**src/rtl/inst_id_pkg.sv**
```systemverilog
// Shared types and elaboration-time helpers for the instance-identity tree.
// Leaf count and index width are derived here so every level agrees on them.
package inst_id_pkg;

    typedef enum logic [1:0] {
        IDLE,
        SCAN,
        DONE
    } scan_state_e;

    function automatic int leaf_count(input int levels, input int fanout);
        int n;
        n = 1;
        for (int i = 0; i < levels; i++) begin
            n = n * fanout;
        end
        return n;
    endfunction

    function automatic int clog2(input int value);
        int w;
        w = 0;
        while ((1 << w) < value) begin
            w++;
        end
        return w;
    endfunction

endpackage

```
**src/rtl/inst_id_node.sv**
```systemverilog
// One node of the identity tree. A node either recurses into FANOUT children
// or, at the bottom, holds a single leaf tag register tied to its leaf index.
module inst_id_node
    import inst_id_pkg::*;
#(
    parameter int LEVEL    = 1,
    parameter int FANOUT   = 2,
    parameter int TAG_W    = 8,
    parameter int TAG_BASE = 1,
    parameter int IDX_W    = 1,
    parameter int BASE_IDX = 0,
    localparam int SUB_N   = leaf_count(LEVEL, FANOUT)
) (
    input  logic                   clk,
    input  logic                   rst,
    input  logic                   wr_en,
    input  logic [IDX_W-1:0]       wr_addr,
    input  logic [TAG_W-1:0]       wr_tag,
    output logic [SUB_N*TAG_W-1:0] tags
);

    if (LEVEL == 0) begin : g_leaf
        localparam logic [IDX_W-1:0] IDX     = IDX_W'(BASE_IDX);
        localparam logic [TAG_W-1:0] RST_TAG = TAG_W'(TAG_BASE + BASE_IDX);

        logic [TAG_W-1:0] tag_q;

        // NOTE: non-blocking assignments for all clocked state, so every
        // register samples pre-edge values regardless of evaluation order.
        // NOTE: these tag registers are reset on purpose; a leaf's default
        // tag is part of its visible identity, unlike ordinary RAM contents.
        always_ff @(posedge clk) begin
            if (rst) begin
                tag_q <= RST_TAG;
            end else if (wr_en && wr_addr == IDX) begin
                tag_q <= wr_tag;
            end
        end

        assign tags = tag_q;
    end else begin : g_branch
        localparam int CHILD_N = leaf_count(LEVEL - 1, FANOUT);

        for (genvar b = 0; b < FANOUT; b++) begin : g_child
            inst_id_node #(
                .LEVEL   (LEVEL - 1),
                .FANOUT  (FANOUT),
                .TAG_W   (TAG_W),
                .TAG_BASE(TAG_BASE),
                .IDX_W   (IDX_W),
                .BASE_IDX(BASE_IDX + b * CHILD_N)
            ) u_node (
                .clk    (clk),
                .rst    (rst),
                .wr_en  (wr_en),
                .wr_addr(wr_addr),
                .wr_tag (wr_tag),
                .tags   (tags[b*CHILD_N*TAG_W +: CHILD_N*TAG_W])
            );
        end
    end

endmodule

```
**src/rtl/inst_id_tree_scan.sv**
```systemverilog
// Instance-identity tree with a scan sequencer that streams one registered
// record (index, identity, tag) per leaf over a valid/ready interface.
module inst_id_tree_scan
    import inst_id_pkg::*;
#(
    parameter int LEVELS   = 4,
    parameter int FANOUT   = 2,
    parameter int ID_W     = 32,
    parameter int TAG_W    = 8,
    parameter int TAG_BASE = 1,
    localparam int NLEAF   = leaf_count(LEVELS, FANOUT),
    localparam int IDX_W   = (clog2(NLEAF) < 1) ? 1 : clog2(NLEAF)
) (
    input  logic             clk,
    input  logic             rst,
    input  logic             start,
    input  logic             dir,
    input  logic [ID_W-1:0]  root_id,
    input  logic             wr_en,
    input  logic [IDX_W-1:0] wr_addr,
    input  logic [TAG_W-1:0] wr_tag,
    output logic             out_valid,
    input  logic             out_ready,
    output logic [IDX_W-1:0] out_idx,
    output logic [ID_W-1:0]  out_id,
    output logic [TAG_W-1:0] out_tag,
    output logic             out_last,
    output logic             busy,
    output logic             done
);

    localparam logic [IDX_W-1:0] LAST_IDX = IDX_W'(NLEAF - 1);
    localparam logic [IDX_W-1:0] IDX_ONE  = IDX_W'(1);
    localparam logic [ID_W-1:0]  ID_SCALE = ID_W'(NLEAF);

    scan_state_e            state_q;
    scan_state_e            state_d;
    logic                   dir_q;
    logic [ID_W-1:0]        root_q;
    logic [NLEAF*TAG_W-1:0] tag_flat;
    logic                   load;
    logic [IDX_W-1:0]       load_idx;
    logic [ID_W-1:0]        load_root;
    logic [TAG_W-1:0]       load_tag;
    logic [IDX_W-1:0]       end_idx;

    inst_id_node #(
        .LEVEL   (LEVELS),
        .FANOUT  (FANOUT),
        .TAG_W   (TAG_W),
        .TAG_BASE(TAG_BASE),
        .IDX_W   (IDX_W),
        .BASE_IDX(0)
    ) u_tree (
        .clk    (clk),
        .rst    (rst),
        .wr_en  (wr_en),
        .wr_addr(wr_addr),
        .wr_tag (wr_tag),
        .tags   (tag_flat)
    );

    assign end_idx   = dir_q ? '0 : LAST_IDX;
    assign out_valid = (state_q == SCAN);
    assign busy      = (state_q == SCAN);
    assign done      = (state_q == DONE);
    assign out_last  = (state_q == SCAN) && (out_idx == end_idx);

    // A write landing on the same edge a record is loaded is forwarded, so a
    // leaf that has not been presented yet always shows its newest tag.
    assign load_tag = (wr_en && wr_addr == load_idx) ? wr_tag
                                                     : tag_flat[int'(load_idx)*TAG_W +: TAG_W];

    // NOTE: every output of this block gets a default first; a path that
    // leaves one unassigned would otherwise infer a latch.
    always_comb begin
        state_d   = state_q;
        load      = 1'b0;
        load_idx  = out_idx;
        load_root = root_q;
        unique case (state_q)
            IDLE: begin
                if (start) begin
                    state_d   = SCAN;
                    load      = 1'b1;
                    load_root = root_id;
                    load_idx  = dir ? LAST_IDX : '0;
                end
            end
            SCAN: begin
                if (out_ready) begin
                    if (out_last) begin
                        state_d = DONE;
                    end else begin
                        load     = 1'b1;
                        load_idx = dir_q ? out_idx - IDX_ONE : out_idx + IDX_ONE;
                    end
                end
            end
            DONE:    state_d = IDLE;
            default: state_d = IDLE;
        endcase
    end

    always_ff @(posedge clk) begin
        if (rst) begin
            state_q <= IDLE;
            dir_q   <= 1'b0;
            root_q  <= '0;
            out_idx <= '0;
            out_id  <= '0;
            out_tag <= '0;
        end else begin
            state_q <= state_d;
            if (state_q == IDLE && start) begin
                dir_q  <= dir;
                root_q <= root_id;
            end
            if (load) begin
                out_idx <= load_idx;
                out_id  <= load_root * ID_SCALE + ID_W'(load_idx);
                out_tag <= load_tag;
            end
        end
    end

endmodule

```
**config.mk**
```make
export PLATFORM = sky130hd
export DESIGN_NAME = inst_id_tree_scan
export DESIGN_NICKNAME = d
export VERILOG_FILES = /design/src/rtl/inst_id_pkg.sv /design/src/rtl/inst_id_node.sv /design/src/rtl/inst_id_tree_scan.sv
export SDC_FILE = /design/constraint.sdc
export NUM_CORES = 1
export LEC_CHECK = 0
export ABC_AREA = 1
export BUFFER_PORTS_ARGS = -buffer_cell sky130_fd_sc_hd__buf_4
export CORE_ASPECT_RATIO = 0.5
export CORE_MARGIN = 1
export CORE_UTILIZATION = 48
export CTS_CLUSTER_DIAMETER = 30
export DETAILED_ROUTE_END_ITERATION = 16
export GPL_TIMING_DRIVEN = 0
export HOLD_SLACK_MARGIN = 0.1
export PLACE_DENSITY_LB_ADDON = 0.05
export REMOVE_ABC_BUFFERS = 1
export SLEW_MARGIN = 20
export SYNTH_ARGS = -nofsm -noshare
export SYNTH_HDL_FRONTEND = slang
export SYNTH_SLANG_ARGS = --single-unit
```
**constraint.sdc**
```tcl
create_clock -name clk -period 5 [get_ports clk]
set_clock_uncertainty 0.05 [all_clocks]
set_input_delay 0.5 -clock clk [delete_from_list [all_inputs] [get_ports clk]]
set_output_delay 0.5 -clock clk [all_outputs]
set_load 0.01 [all_outputs]
```
Yosys cells after proc, flatten, opt, wreduce, memory -nomap -nowiden
Index checks and enable logic that the tools add are counted.

operators by class
  $add $sub $neg = 3
  equal/unequal tests = 22
  shift operators = 1
  mux-type cells = 18
  reductions and logical operators = 22

operators by type and width
  kind                   count
  $shiftx A128 B8 Y8     1
  $mux W28               2
  $add A32 B4 Y32        1
  $eq A4 B4 Y1 const B   8
  $mux W4                6
  $logic_and A1 B1 Y1    19
  $eq A4 B3 Y1 const B   4
  $eq A4 B2 Y1 const B   2
  $eq A4 B4 Y1           2
  $mux W8                1
  $pmux W4 S2            1
  $mux W2                3
  $ne A2 B2 Y1 const B   3
  $add A4 B1 Y4 const B  1
  $eq A4 B1 Y1 const B   1
  $logic_not A4 Y1       1
  $pmux W2 S2            1
  $sub A4 B1 Y4 const B  1
  $mux W1                3
  $reduce_and A3 Y1      1
  $eq A2 B1 Y1 const B   1
  $eq A2 B2 Y1 const B   1
  $logic_not A2 Y1       1
  $pmux W1 S2            1

storage, ports and cells
  flip-flop bits (word level) = 203
  input port bits = 50
  word-level logic and storage cells = 88

Depth between registers and ports, before layout
  word-level depth = 9
  depth in mapped cells = 18
  mapped depth without buffers = 18

By module
Synthesis repeated with hierarchy kept, for this count alone.

unflattened totals
  cells, all modules = 1544
  area, all modules = 10473.8 um^2

modules (own cells, without submodules)
  module                                                                                                                                 instances  cells an instance  area each (um^2)  sequential area each (um^2)
  inst_id_tree_scan                                                                                                                      1          677                4453.0            1421.4
  inst_id_node (u_tree.g_branch.g_child[0].u_node.g_branch.g_child[1].u_node.g_branch.g_child[0].u_node.g_branch.g_child[0].u_node ...)  3          54                 374.1             160.2
  inst_id_node (u_tree.g_branch.g_child[0].u_node.g_branch.g_child[1].u_node.g_branch.g_child[0].u_node.g_branch.g_child[1].u_node ...)  2          54                 359.1             160.2
  inst_id_node (u_tree.g_branch.g_child[0].u_node.g_branch.g_child[1].u_node.g_branch.g_child[1].u_node.g_branch.g_child[0].u_node ...)  2          52                 352.8             160.2
  inst_id_node (u_tree.g_branch.g_child[0].u_node.g_branch.g_child[0].u_node.g_branch.g_child[0].u_node.g_branch.g_child[0].u_node)      1          65                 425.4             160.2
  inst_id_node (u_tree.g_branch.g_child[0].u_node.g_branch.g_child[0].u_node.g_branch.g_child[0].u_node.g_branch.g_child[1].u_node)      1          57                 409.1             160.2
  inst_id_node (u_tree.g_branch.g_child[0].u_node.g_branch.g_child[0].u_node.g_branch.g_child[1].u_node.g_branch.g_child[0].u_node)      1          56                 407.9             160.2
  inst_id_node (u_tree.g_branch.g_child[1].u_node.g_branch.g_child[1].u_node.g_branch.g_child[0].u_node.g_branch.g_child[0].u_node)      1          53                 376.6             160.2
  inst_id_node (u_tree.g_branch.g_child[1].u_node.g_branch.g_child[1].u_node.g_branch.g_child[0].u_node.g_branch.g_child[1].u_node)      1          52                 376.6             160.2
  inst_id_node (u_tree.g_branch.g_child[0].u_node.g_branch.g_child[0].u_node.g_branch.g_child[1].u_node.g_branch.g_child[1].u_node)      1          54                 372.9             160.2
  inst_id_node (u_tree.g_branch.g_child[1].u_node.g_branch.g_child[0].u_node.g_branch.g_child[1].u_node.g_branch.g_child[1].u_node)      1          52                 370.4             160.2
  inst_id_node (u_tree.g_branch.g_child[1].u_node.g_branch.g_child[1].u_node.g_branch.g_child[1].u_node.g_branch.g_child[0].u_node)      1          50                 367.9             160.2
  inst_id_node (u_tree.g_branch.g_child[1].u_node.g_branch.g_child[1].u_node.g_branch.g_child[1].u_node.g_branch.g_child[1].u_node)      1          54                 367.9             160.2

Least setup slack after synthesis
Ideal clock, no wire load.

  path kind = register to register
  start point = reg out_idx[0]
  end point = reg out_tag[5]
  arrival = 2.103 ns
  path slack = 2.728 ns
  stages on the path, launching flop included = 12
  clock period less this slack = 2.272 ns
  path through = dfxtp_1 inv_1 fa_1 xnor2_1 o21ai_1 a21boi_4 clkbuf_1 nand3_1 nand3_1 nand2_1 nand2_1 a21oi_1

on the way
  cells in the longest elaborated chain, start to end = 8

RTL lines
  what                                                                   RTL line                  text
  from (decl)                                                            inst_id_tree_scan.sv:24   output logic [IDX_W-1:0] out_idx,
  from (signal assigned)                                                 inst_id_tree_scan.sv:120  out_idx <= load_idx;
  parallel branches: the longest is 8 deep, another holds $add A4 B1 Y4  --
  to (signal assigned)                                                   inst_id_tree_scan.sv:122  out_tag <= load_tag;
  to (decl)                                                              inst_id_tree_scan.sv:26   output logic [TAG_W-1:0] out_tag,

Parallel ways; which one is timed is not known.
A chain may end at the register's enable or synchronous reset.

Final worst setup path
  start point = reg state_q[1]
  end point = reg out_tag[7]

on the way
  cells in the longest elaborated chain, start to end = 8

RTL lines
  what                                                                        RTL line                  text
  from (decl)                                                                 inst_id_tree_scan.sv:36   scan_state_e state_q;
  from (signal assigned)                                                      inst_id_tree_scan.sv:114  state_q <= state_d;
  parallel branches: the longest is 8 deep, another holds $shiftx A128 B8 Y8  --

Parallel ways; which one is timed is not known.

==> flow_metrics.env <==
export IMPL_maxCapViolCount=0
export IMPL_ys_ff_latch=199
export IMPL_yosys_warnings=0
export IMPL_fin_setup_tns_ns=0
export IMPL_drive_gt1_frac=0.1238
export IMPL_finalCritPeriodShare=0.8416
export IMPL_syn_area_sq_um=8751
export IMPL_coreArea_sq_um=17610
export IMPL_insertedDiodeCount=0
export IMPL_vias=7987
export IMPL_setup_slack_ns=0.7918
export IMPL_fmax_ghz=0.2376
export IMPL_area_growth_pct=14.74
export IMPL_numCtsBuffers=17
export IMPL_finalHoldViolCount=0
export IMPL_postCtsSetupRepairBufs=0
export IMPL_cts_max_level=4
export IMPL_clock_sinks=199
export IMPL_grt_max_degree=118
export IMPL_power_leakage_uw=0.004455
export IMPL_placed_cells=1438
export IMPL_nFillCells=1693
export IMPL_cp_end_kind="register"
export IMPL_antenna_found_initial=0
export IMPL_status="complete, no violations"
export IMPL_final_nets=1276
export IMPL_netlist_top_cells_count="dfxtp_1, nand2_1, o21ai_0, inv_1, a21oi_1"
export IMPL_clk_pin_slew_worst_paths_ns=0.08
export IMPL_synth_seq_area_share=0.4552
export IMPL_crit_arrival_ns=4.53
export IMPL_setup_viol=0
export IMPL_ios=98
export IMPL_io_buffers=93
export IMPL_rsz0062_at_grt="false"
export IMPL_routabilityCongestion=0.8088
export IMPL_syn_area_per_cell_sq_um=7.385
export IMPL_route_final_wire_length_mm=23.84
export IMPL_post_dp_hpwl_mm=14.65
export IMPL_grt_pass1_wl_mm=39.39
export IMPL_powerDensity_nw_per_um2=375.1
export IMPL_postCtsResizedCells=0
export IMPL_ys_flop_type="dfxtp_1"
export IMPL_die_y_um=97.48
export IMPL_crit_path_max_fanout=35
export IMPL_min_period_ns=4.208
export IMPL_remaining_drc_errors=0
export IMPL_initial_core_util=0.4969
export IMPL_synth_top_area_cell="dfxtp_1"
export IMPL_finalMaxSlewViolations=0
export IMPL_async_reset_ff_frac=0
export IMPL_gr_usage_all_layers=0.2666
export IMPL_final_cells=1470
export IMPL_hold_ws_ns=0.2633
export IMPL_grt_pass1_vias=7627
export IMPL_postPlaceCellArea_sq_um=9445
export IMPL_gr_total_overflow=0
export IMPL_slew_headroom=0.3096
export IMPL_die_area_sq_um=18810
export IMPL_vdd_drop_max_v=0.0002488
export IMPL_synth_top_area_frac=0.4552
export IMPL_clockBufferDepth=2
export IMPL_ant_nets=0
export IMPL_stdcell_area_sq_um=10040
export IMPL_multiInputGateArea_sq_um=3876
export IMPL_drt_iter0_markers=539
export IMPL_dr_pass1_iters=5
export IMPL_path_class="reg -> reg"
export IMPL_synth_area_leaders="dfxtp_1, o21ai_0, a21oi_1, nand3_1, nand2_1"
export IMPL_worst_slew_pin_transition_ns=1.032
export IMPL_syn_inst=1185
export IMPL_wl_per_cell_um=16.22
export IMPL_cts_root_buf="clkbuf_16"
export IMPL_synthMostInstantiatedCell="dfxtp_1"
export IMPL_cp_start_kind="register"
export IMPL_avgViaCountPerCell=5.433
export IMPL_synth_distinct_cells=32
export IMPL_clk_latency_ns=0.44
export IMPL_die_w_um=193.0
export IMPL_synth_edf_count=0
export IMPL_rows=34
export IMPL_min_path_type="in -> reg"
export IMPL_cts_hold_buf=0
export IMPL_cp_required_ns=5.32
export IMPL_cts_tree="yes"
export IMPL_dp_worst_setup_slack_ns=0.6748
export IMPL_regArea_sq_um=3984
stage by stage:
step / power (uW) / util
after CTS: 3788 / 0.5696
after global placement: 2389 / 0.5339
final: 3766 / 0.5701
after detailed placement: 2399 / 0.5363
after global routing: 3941 / 0.5701
after floorplan: 2131 / -
path summary, 6_finish.rpt:
kind	cells past startpoint	slack, ns	to	from
min reg2reg	2	0.40	register	register
max	16	0.79	out_tag[7]$_SDFFE_PP0P_	state_q[1]$_SDFFE_PP0P_
min	3	0.26	root_q[13]$_SDFFE_PP0P_	root_id[13]
max reg2reg	16	0.79	out_tag[7]$_SDFFE_PP0P_	state_q[1]$_SDFFE_PP0P_
per-layer routing:
| layer | wire length, um | GRT usage |
|---|---|---|
| met2 | 10060 | 0.3934 |
| met4 | 260 | 0.06490 |
| met3 | 1975 | 0.07187 |
| met1 | 11550 | 0.3831 |
| met5 | 0 | 0 |
critical path, stage by stage (launching register included):
cell	delay, ns
dfxtp_1	0.53
nor2_1	0.09
nand2_2	0.76
inv_2	0.06
nand2_2	0.10
nand2_2	0.09
a21oi_1	0.13
nand2_1	0.08
nand2_2	0.65
inv_2	0.56
nand2_2	0.17
nand3_2	0.12
nor2_8	0.23
nand2_4	0.14
nand3_1	0.13
nand2_1	0.09
a21oi_2	0.12
cell type report:
class | count | area share
Tap cell | 234 | 0.02916
Timing Repair Buffer | 94 | 0.07227
Clock buffer | 17 | 0.04237
Sequential cell | 199 | 0.3968
Clock inverter | 15 | 0.01607
Multi-Input combinational cell | 759 | 0.3860
Inverter | 152 | 0.05732
placed cells by master (no fill, tap or decap), types with 15 or more instances in the layout:
cell type and instances:
nor2_1 84, nand3_1 128, o211ai_1 28, nand2_1 154, inv_1 140, mux2i_1 28
o21ai_0 154, buf_4 93, dfxtp_1 199, o21ai_1 15, a21oi_1 135, clkbuf_16 17
power breakdown:
part	internal, uW	switching [uW]	total [uW]
logic	233	432	665
registers	1660	39.2	1700
clock network	749	652	1400
total	2640	1120	3770
cells by family after synthesis:
kind of cell	count (synthesis)	share of synthesized area
AO/OA/AOI/OAI	337	0.2040
multiplexers	28	0.03203
AND/OR/NAND/NOR	388	0.1966
XOR/XNOR	3	0.003003
adder cells (fa/ha/maj)	3	0.005147
flip-flops	199	0.4552
buffers and inverters	227	0.1039
(Power assumes the default switching activity.)
